==> src/rtl/mult_div_unit.sv <==
// mult_div_unit: iterative radix-2 multiply/divide engine producing HI/LO.
//   clock, reset (async, active-low)
//   start, op (0 mul / 1 div), is_signed, a, b : request and operands
//   busy, done, div_zero                      : handshake and exception flag
//   hi, lo                                    : product halves or remainder/quotient
`timescale 1ns/1ps
module mult_div_unit #(
  parameter int unsigned WIDTH = 32,
  parameter int unsigned CNT_W = $clog2(WIDTH + 1)
) (
  input  logic             clock,
  input  logic             reset,
  input  logic             start,
  input  logic             op,
  input  logic             is_signed,
  input  logic [WIDTH-1:0] a,
  input  logic [WIDTH-1:0] b,
  output logic             busy,
  output logic             done,
  output logic             div_zero,
  output logic [WIDTH-1:0] hi,
  output logic [WIDTH-1:0] lo
);

  localparam int unsigned W2 = 2 * WIDTH;

  typedef enum logic [1:0] {S_IDLE, S_CALC, S_FIX, S_DONE} state_e;

  state_e             state_q, state_d;
  logic [CNT_W-1:0]   cnt_q, cnt_d;
  logic [W2-1:0]      acc_q, acc_d;
  logic [WIDTH-1:0]   bm_q, bm_d;
  logic               op_q, op_d;
  logic               neg_res_q, neg_res_d;
  logic               neg_rem_q, neg_rem_d;
  logic [WIDTH-1:0]   hi_q, hi_d;
  logic [WIDTH-1:0]   lo_q, lo_d;
  logic               dz_q, dz_d;
  logic               busy_q, busy_d;
  logic               done_q, done_d;

  // Operand magnitudes; negation only applies to negative signed operands
  logic             a_neg, b_neg;
  logic [WIDTH-1:0] a_mag, b_mag;

  always_comb begin
    a_neg = is_signed & a[WIDTH-1];
    b_neg = is_signed & b[WIDTH-1];
    a_mag = a_neg ? -a : a;
    b_mag = b_neg ? -b : b;
  end

  // Shift-add step: conditionally add multiplicand to upper half, shift right
  logic [WIDTH:0]  mul_sum;
  logic [W2-1:0]   mul_next;

  always_comb begin
    mul_sum  = {1'b0, acc_q[W2-1:WIDTH]} + {1'b0, (acc_q[0] ? bm_q : {WIDTH{1'b0}})};
    mul_next = {mul_sum, acc_q[WIDTH-1:1]};
  end

  // Restoring step: shift left one, subtract divisor when it fits, shift in quotient bit
  logic [WIDTH:0]  div_top;
  logic [WIDTH:0]  div_diff;
  logic            div_ge;
  logic [W2-1:0]   div_next;

  always_comb begin
    div_top  = {acc_q[W2-1:WIDTH], acc_q[WIDTH-1]};
    div_diff = div_top - {1'b0, bm_q};
    div_ge   = (div_top >= {1'b0, bm_q});
    div_next = div_ge ? {div_diff[WIDTH-1:0], acc_q[WIDTH-2:0], 1'b1}
                      : {acc_q[W2-2:0], 1'b0};
  end

  // Sign correction applied in FIX
  logic [W2-1:0]    prod_fix;
  logic [WIDTH-1:0] quo_fix, rem_fix;

  always_comb begin
    prod_fix = neg_res_q ? -acc_q : acc_q;
    quo_fix  = neg_res_q ? -acc_q[WIDTH-1:0] : acc_q[WIDTH-1:0];
    rem_fix  = neg_rem_q ? -acc_q[W2-1:WIDTH] : acc_q[W2-1:WIDTH];
  end

  // Next-state and datapath update
  always_comb begin
    state_d   = state_q;
    cnt_d     = cnt_q;
    acc_d     = acc_q;
    bm_d      = bm_q;
    op_d      = op_q;
    neg_res_d = neg_res_q;
    neg_rem_d = neg_rem_q;
    hi_d      = hi_q;
    lo_d      = lo_q;
    dz_d      = dz_q;

    case (state_q)
      S_IDLE, S_DONE: begin
        if (start) begin
          op_d      = op;
          neg_res_d = a_neg ^ b_neg;
          neg_rem_d = a_neg;
          dz_d      = 1'b0;
          if (op && (b == '0)) begin
            // Divide by zero skips the engine; hi/lo keep their old values
            dz_d    = 1'b1;
            state_d = S_DONE;
          end else begin
            acc_d   = {{WIDTH{1'b0}}, a_mag};
            bm_d    = b_mag;
            cnt_d   = CNT_W'(WIDTH);
            state_d = S_CALC;
          end
        end else if (state_q == S_DONE) begin
          state_d = S_IDLE;
        end
      end
      S_CALC: begin
        acc_d = op_q ? div_next : mul_next;
        cnt_d = cnt_q - CNT_W'(1);
        if (cnt_q == CNT_W'(1)) state_d = S_FIX;
      end
      S_FIX: begin
        if (op_q) begin
          hi_d = rem_fix;
          lo_d = quo_fix;
        end else begin
          hi_d = prod_fix[W2-1:WIDTH];
          lo_d = prod_fix[WIDTH-1:0];
        end
        state_d = S_DONE;
      end
      default: state_d = S_IDLE;
    endcase

    busy_d = (state_d == S_CALC) || (state_d == S_FIX);
    done_d = (state_d == S_DONE);
  end

  // State register
  always_ff @(posedge clock or negedge reset) begin
    if (!reset) begin
      state_q   <= S_IDLE;
      cnt_q     <= '0;
      acc_q     <= '0;
      bm_q      <= '0;
      op_q      <= 1'b0;
      neg_res_q <= 1'b0;
      neg_rem_q <= 1'b0;
      hi_q      <= '0;
      lo_q      <= '0;
      dz_q      <= 1'b0;
      busy_q    <= 1'b0;
      done_q    <= 1'b0;
    end else begin
      state_q   <= state_d;
      cnt_q     <= cnt_d;
      acc_q     <= acc_d;
      bm_q      <= bm_d;
      op_q      <= op_d;
      neg_res_q <= neg_res_d;
      neg_rem_q <= neg_rem_d;
      hi_q      <= hi_d;
      lo_q      <= lo_d;
      dz_q      <= dz_d;
      busy_q    <= busy_d;
      done_q    <= done_d;
    end
  end

  assign busy     = busy_q;
  assign done     = done_q;
  assign div_zero = dz_q;
  assign hi       = hi_q;
  assign lo       = lo_q;

endmodule

==> config.mk <==
export PLATFORM = sky130hd
export DESIGN_NAME = mult_div_unit
export DESIGN_NICKNAME = d
export VERILOG_FILES = /design/src/rtl/mult_div_unit.sv
export SDC_FILE = /design/constraint.sdc
export NUM_CORES = 1
export LEC_CHECK = 0
export BUFFER_PORTS_ARGS = -buffer_cell sky130_fd_sc_hd__buf_2
export CAP_MARGIN = 20
export CORE_MARGIN = 2
export CORE_UTILIZATION = 55
export CTS_CLUSTER_DIAMETER = 40
export DETAILED_ROUTE_END_ITERATION = 8
export PLACE_DENSITY = 0.77
export SYNTH_ARGS = -nofsm -noshare
export SYNTH_HDL_FRONTEND = slang
export SYNTH_SLANG_ARGS = --single-unit
==> constraint.sdc <==
create_clock -name clock -period 4.8 [get_ports clock]
set_input_delay 0.48 -clock clock [delete_from_list [all_inputs] [get_ports clock]]
set_output_delay 0.48 -clock clock [all_outputs]
set_load 0.05 [all_outputs]
# == Yosys cells after proc, flatten, opt, wreduce, memory -nomap -nowiden ==
# Index checks and enable logic that the tools add are counted.
# totals
inputBits,69
word_cells,65
output_inout_bits,67
reg_bits,174
# op_classes
n_lt_le_gt_ge,1
bitwise_logic,4
muxes,22
n_reduce_logical,9
eq_ne,9
add_sub_neg,8
# ops
op,n
2-to-1 mux 64 bit,5
2-to-1 mux 32 bit,7
negation 32 bit,4
case mux 64 bit (2 select lines),1
negation 64 bit,1
adder 32 x 32 -> 33 bit,1
greater-or-equal comparator 33 x 32 -> 1 bit,1
zero test 32 bit,1
subtractor 32 bit,1
2-to-1 mux 6 bit,2
case mux 6 bit (2 select lines),1
"equality test 2 bit, second input constant",4
2-to-1 mux 2 bit,4
"equality test 6 x 1 -> 1 bit, second input constant",1
case mux 2 bit (3 select lines),1
AND reduction 3 bit,2
"subtractor 6 x 1 -> 6 bit, second input constant",1
"equality test 2 x 1 -> 1 bit, second input constant",2
"inequality test 2 bit, second input constant",2
bitwise AND 1 bit,2
zero test 2 bit,1
AND reduction 2 bit,1
nonzero test 2 bit,1
OR reduction 2 bit,1
other kinds (5),5

# == Depth between registers and ports, before layout ==
# depth
word_depth,7
depth_mapped,13
ltp_nobuf,13

# == Worst setup path before layout ==
# Ideal clock, no wire load.
# synth_path
kind,register to register
startpoint,reg acc_q[32]
endpoint,reg acc_q[63]
setup_slack_ps,1358
t_required_ps,4734
arrival_ps,3377
setup_ps,66
n_path_buf,0
path_stages_with_launch,13
synth_period_minus_slack_ps,3442
path_cell_list,dfrtp_1 > ha_1 > inv_1 > fa_1 > nand2b_1 > a211o_1 > a2111oi_0 > a2111oi_0 > o31ai_1 > a41oi_1 > nor4_1 > o32a_1 > a22o_1
# synth_via
elab_chain_len,4
word_cells_on_any_way,6
cone_classes,2 x add/sub; 1 x order compare; 3 x mux
# synth_lines
element,line,source
from (decl),31,"logic [W2-1:0] acc_q, acc_d;"
from (signal assigned),147,acc_q <= '0;
from (signal assigned),160,acc_q <= acc_d;
subtractor 32 bit / greater-or-equal comparator 33 x 32 -> 1 bit (equally long branches),"70, 71",
2-to-1 mux 64 bit,72,"div_next = div_ge ? {div_diff[WIDTH-1:0], acc_q[WIDTH-2:0], 1'b1}"
2-to-1 mux 64 bit *,121,acc_d = op_q ? div_next : mul_next;
case mux 64 bit (2 select lines) *,99,case (state_q)
# Every way passes the cells marked *; elsewhere a longest branch is shown, timed or not.
# A chain may end at the register's enable or synchronous reset.

# == Final worst setup path ==
# layout_path
startpoint,reg acc_q[0]
endpoint,reg acc_q[63]
# layout_via
elab_chain_len,4
# layout_lines
element,line,source
2-to-1 mux 32 bit,58,"mul_sum = {1'b0, acc_q[W2-1:WIDTH]} + {1'b0, (acc_q[0] ? bm_q : {WIDTH{1'b0}})};"
adder 32 x 32 -> 33 bit,58,
2-to-1 mux 64 bit,121,
case mux 64 bit (2 select lines),99,
# Every way passes these cells.

==> flow_summary_export.csv <==
group,metric,value,unit
timing,fin_setup_tns,0,ns
floorplanning,core_area,0.0253,sq mm
setup_path,slowest_delay,0.50,ns
logic_synthesis,ys_top_cells_by_area,"dfrtp_1 31%, ha_1 6.5%, xor2_1 5.6%",
floorplanning,die_y,165,um
setup_path,critPathSlowestCell,"inv_1",
logic_synthesis,synthArstFlopShare,100,%
logic_synthesis,synth_fp_nets,1886,
detailed_routing,wl_per_cell,19.6,um
placed_design,dpl.hpwl,32600,um
timing,setup_slack,0.651,ns
floorplanning,ios,136,
global_routing,grt_pass1_wl,68500,um
timing,slew_viol_final,0,
floorplanning,initial_core_util,56.1,%
clock_network,cts_buffers,17,
detailed_routing,vias,13526,
detailed_routing,drc_errors,0,
timing,final.min_clock_period,4.15,ns
timing,maxSlewHeadroom,34.5,%
detailed_routing,first_pass_iters,5,
outcome,outcome,"complete, no violations",
finish,syn_to_final_growth,11.4,%
detailed_routing,drt-vias-per-instance,6.21,
setup_path,path_class,"reg2reg",
floorplanning,rows,58,
timing,finalSetupViolCount,0,
logic_synthesis,syn_area,0.0142,sq mm
floorplanning,die_w,165,um
logic_synthesis,synth-main-ff-cell,"dfrtp_1",
clock_network,htree_levels,4,
logic_synthesis,synthCells,1741,
placed_design,dpl.cell_count,2145,
timing,rsz0062_at_grt,"no",
timing,hold_viol_final,0,
logic_synthesis,ys_seq_elements,174,
logic_synthesis,synth_top_area_share,30.7,%
setup_path,critPathRequiredTime,5.18,ns
logic_synthesis,synth_edf_count,0,
setup_path,startpoint_type,"flip-flop",
timing,fmax,0.241,GHz
logic_synthesis,ys_types,82,
finish,final_core_util,62.6,%
flow_run,maxCapViolCount,0,
floorplanning,die_area,0.0271,sq mm
timing,worst_clock_skew,0.0179,ns
clock_network,cts_setup_buffers,0,
setup_path,critical_path_arrival,4.52,ns
finish,finalNetCount,1979,
global_routing,grt_pass1_vias,12740,
logic_synthesis,syn_avg_cell_area,8.14,sq um
clock_network,cts_tree,"built",
clock_network,ctsResizeCount,0,
clock_network,cts-hold-fix-buffers,0,
setup_path,critPathMaxFanout,17,
detailed_routing,final_antenna_net_count,0,
placed_design,routabilityCongestion,0.978,
detailed_routing,wirelength,42800,um
global_routing,track_usage,32.2,%
timing,period_share,86.4,%
clock_network,insertion_delay,0.44,ns
logic_synthesis,synth.most_common_cell,"nor2_1",
global_routing,antenna_found_initial,0,
global_routing,grt_start_max_net_pins,105,
clock_network,clockRootBuffer,"clkbuf_16",
placed_design,portBuffers,135,
setup_path,cp_common_cell,"buf_4",
finish,diodes,0,
logic_synthesis,synth_common_cells,"191 x nor2_1, 174 x dfrtp_1, 169 x nand2_1",
setup_path,crit_chain,"inv_1, buf_4, nor2_1, ha_1, and4_1, nand3_1, a211oi_1, a2111oi_0, o31ai_1, buf_4, a41oi_1, nor4_1, o32a_1, a22o_1",
hold_path,hp-class,"in2async",
clock_network,max-clock-path-buffers,2,
finish,finalNonFillerCells,2177,
clock_network,path_clk_slew,0.08,ns
global_routing,overflow,0,
clock_network,cts.sinks,174,
finish,fill_cells,2258,
logic_synthesis,yosysSeqAreaShare,30.7,%
finish,layout-drive-gt1-share,13.9,%
setup_path,endpoint_kind,"flip-flop",
detailed_routing,first_iter_violations,1252,
timing,worst_pin_slew,0.979,ns
placed_design,place_ws,0.754,ns
logic_synthesis,yosysTopAreaCell,"dfrtp_1",
logic_synthesis,yosysWarnings,0,
==> layout by cell type (no fill, tap or decap), types with 8 or more instances in the layout <==
cell | Yosys | routed
nor2_1 | 191 | 191
dfrtp_1 | 174 | 173
nand2_1 | 169 | 169
a21oi_1 | 158 | 157
o21ai_0 | 150 | 150
buf_2 | 7 | 134
xor2_1 | 91 | 91
xnor2_1 | 84 | 84
ha_1 | 74 | 72
inv_1 | 66 | 66
mux2i_1 | 58 | 58
nor3_1 | 32 | 32
a21o_1 | 30 | 30
nand3_1 | 29 | 29
buf_4 | 0 | 27
mux2_2 | 26 | 26
nand2b_1 | 23 | 23
a22oi_1 | 22 | 22
o31ai_1 | 19 | 19
or3_1 | 17 | 17
clkbuf_16 | 0 | 17
nor4_1 | 16 | 16
a31oi_1 | 14 | 14
or4_1 | 12 | 12
and2_1 | 12 | 12
nand4_1 | 11 | 11
o41ai_1 | 11 | 11
a211oi_1 | 11 | 11
o221ai_1 | 9 | 9
o21a_1 | 8 | 8
==> cell type report <==
class / instances / area [sq um] / area share, %
clock inverter: 15 / 183 / 1.16
tap: 330 / 413 / 2.61
clock buffer: 17 / 425 / 2.69
sequential: 174 / 4360 / 27.6
timing repair buffer: 163 / 905 / 5.73
inverter: 67 / 251 / 1.59
multi-input combinational: 1411 / 9270 / 58.7
==> final timing paths <==
| kind | to | cells past startpoint | from | slack [ns] |
|---|---|---|---|---|
| max in group asynchronous | acc_q[49]$_DFFE_PN0P_ | 2 | reset | 3.58 |
| hold / removal | lo[19]$_DFFE_PN0N_ | 1 | reset | 0.14 |
| hold reg to reg | hi[5]$_DFFE_PN0N_ | 1 | hi[5]$_DFFE_PN0N_ | 0.50 |
| setup reg to reg | acc_q[63]$_DFFE_PN0P_ | 14 | acc_q[0]$_DFFE_PN0P_ | 0.65 |
| min in group clock | op_q$_DFFE_PN0P_ | 2 | op | 0.32 |
| setup / recovery | acc_q[63]$_DFFE_PN0P_ | 14 | acc_q[0]$_DFFE_PN0P_ | 0.65 |
==> kinds of logic after synthesis <==
kind of cell	Yosys count	share of synthesized area, %
and+or+nand+nor	560	18.6
AOI/OAI and AO/OA	515	22.6
xor gates and xnor gates	175	10.8
DFF	174	30.7
buffers and inverters	156	4.24
muxes	85	6.27
adders and majority gates	76	6.81
==> stage by stage <==
stage	area [sq um]	hold WS [ns]
after floorplan	14200	0.184
after global placement	15200	0.465
after detailed placement	15200	0.490
after CTS	15800	0.187
after global routing	15800	0.222
final	15800	0.140
==> flip-flops by register name, indices dropped and copies added, names as in the netlist <==
signal and count:
neg_res_q 1, state_q 2, div_zero 1, bm_q 32, op_q 1, acc_q 64, busy 1, cnt_q 6
hi 32, lo 32, neg_rem_q 1, done 1
==> critical path, delay by kind of cell (launching register included) <==
kind / cells / cell delay (ns)
compound gates: 6 / 1.43
fa+ha+maj: 1 / 0.39
buf+inv: 3 / 1.01
flops: 1 / 0.44
simple gates: 4 / 0.79
==> per-layer routing <==
| metal | wire length, um | vias up | part of all wire [%] | track usage (%) |
|---|---|---|---|---|
| met1 | 19600 | 6475 | 46 | 47.4 |
| met5 | 0 | - | 0 | 0 |
| met3 | 3330 | 73 | 7.8 | 5.02 |
| met2 | 18800 | 550 | 44 | 48.9 |
| li1 | - | 6428 | - | - |
| met4 | 1020 | 0 | 2.4 | 9.60 |
Power is not shown: default switching activity piles up to over one toggle a cycle in this logic, so the estimate is an artifact.
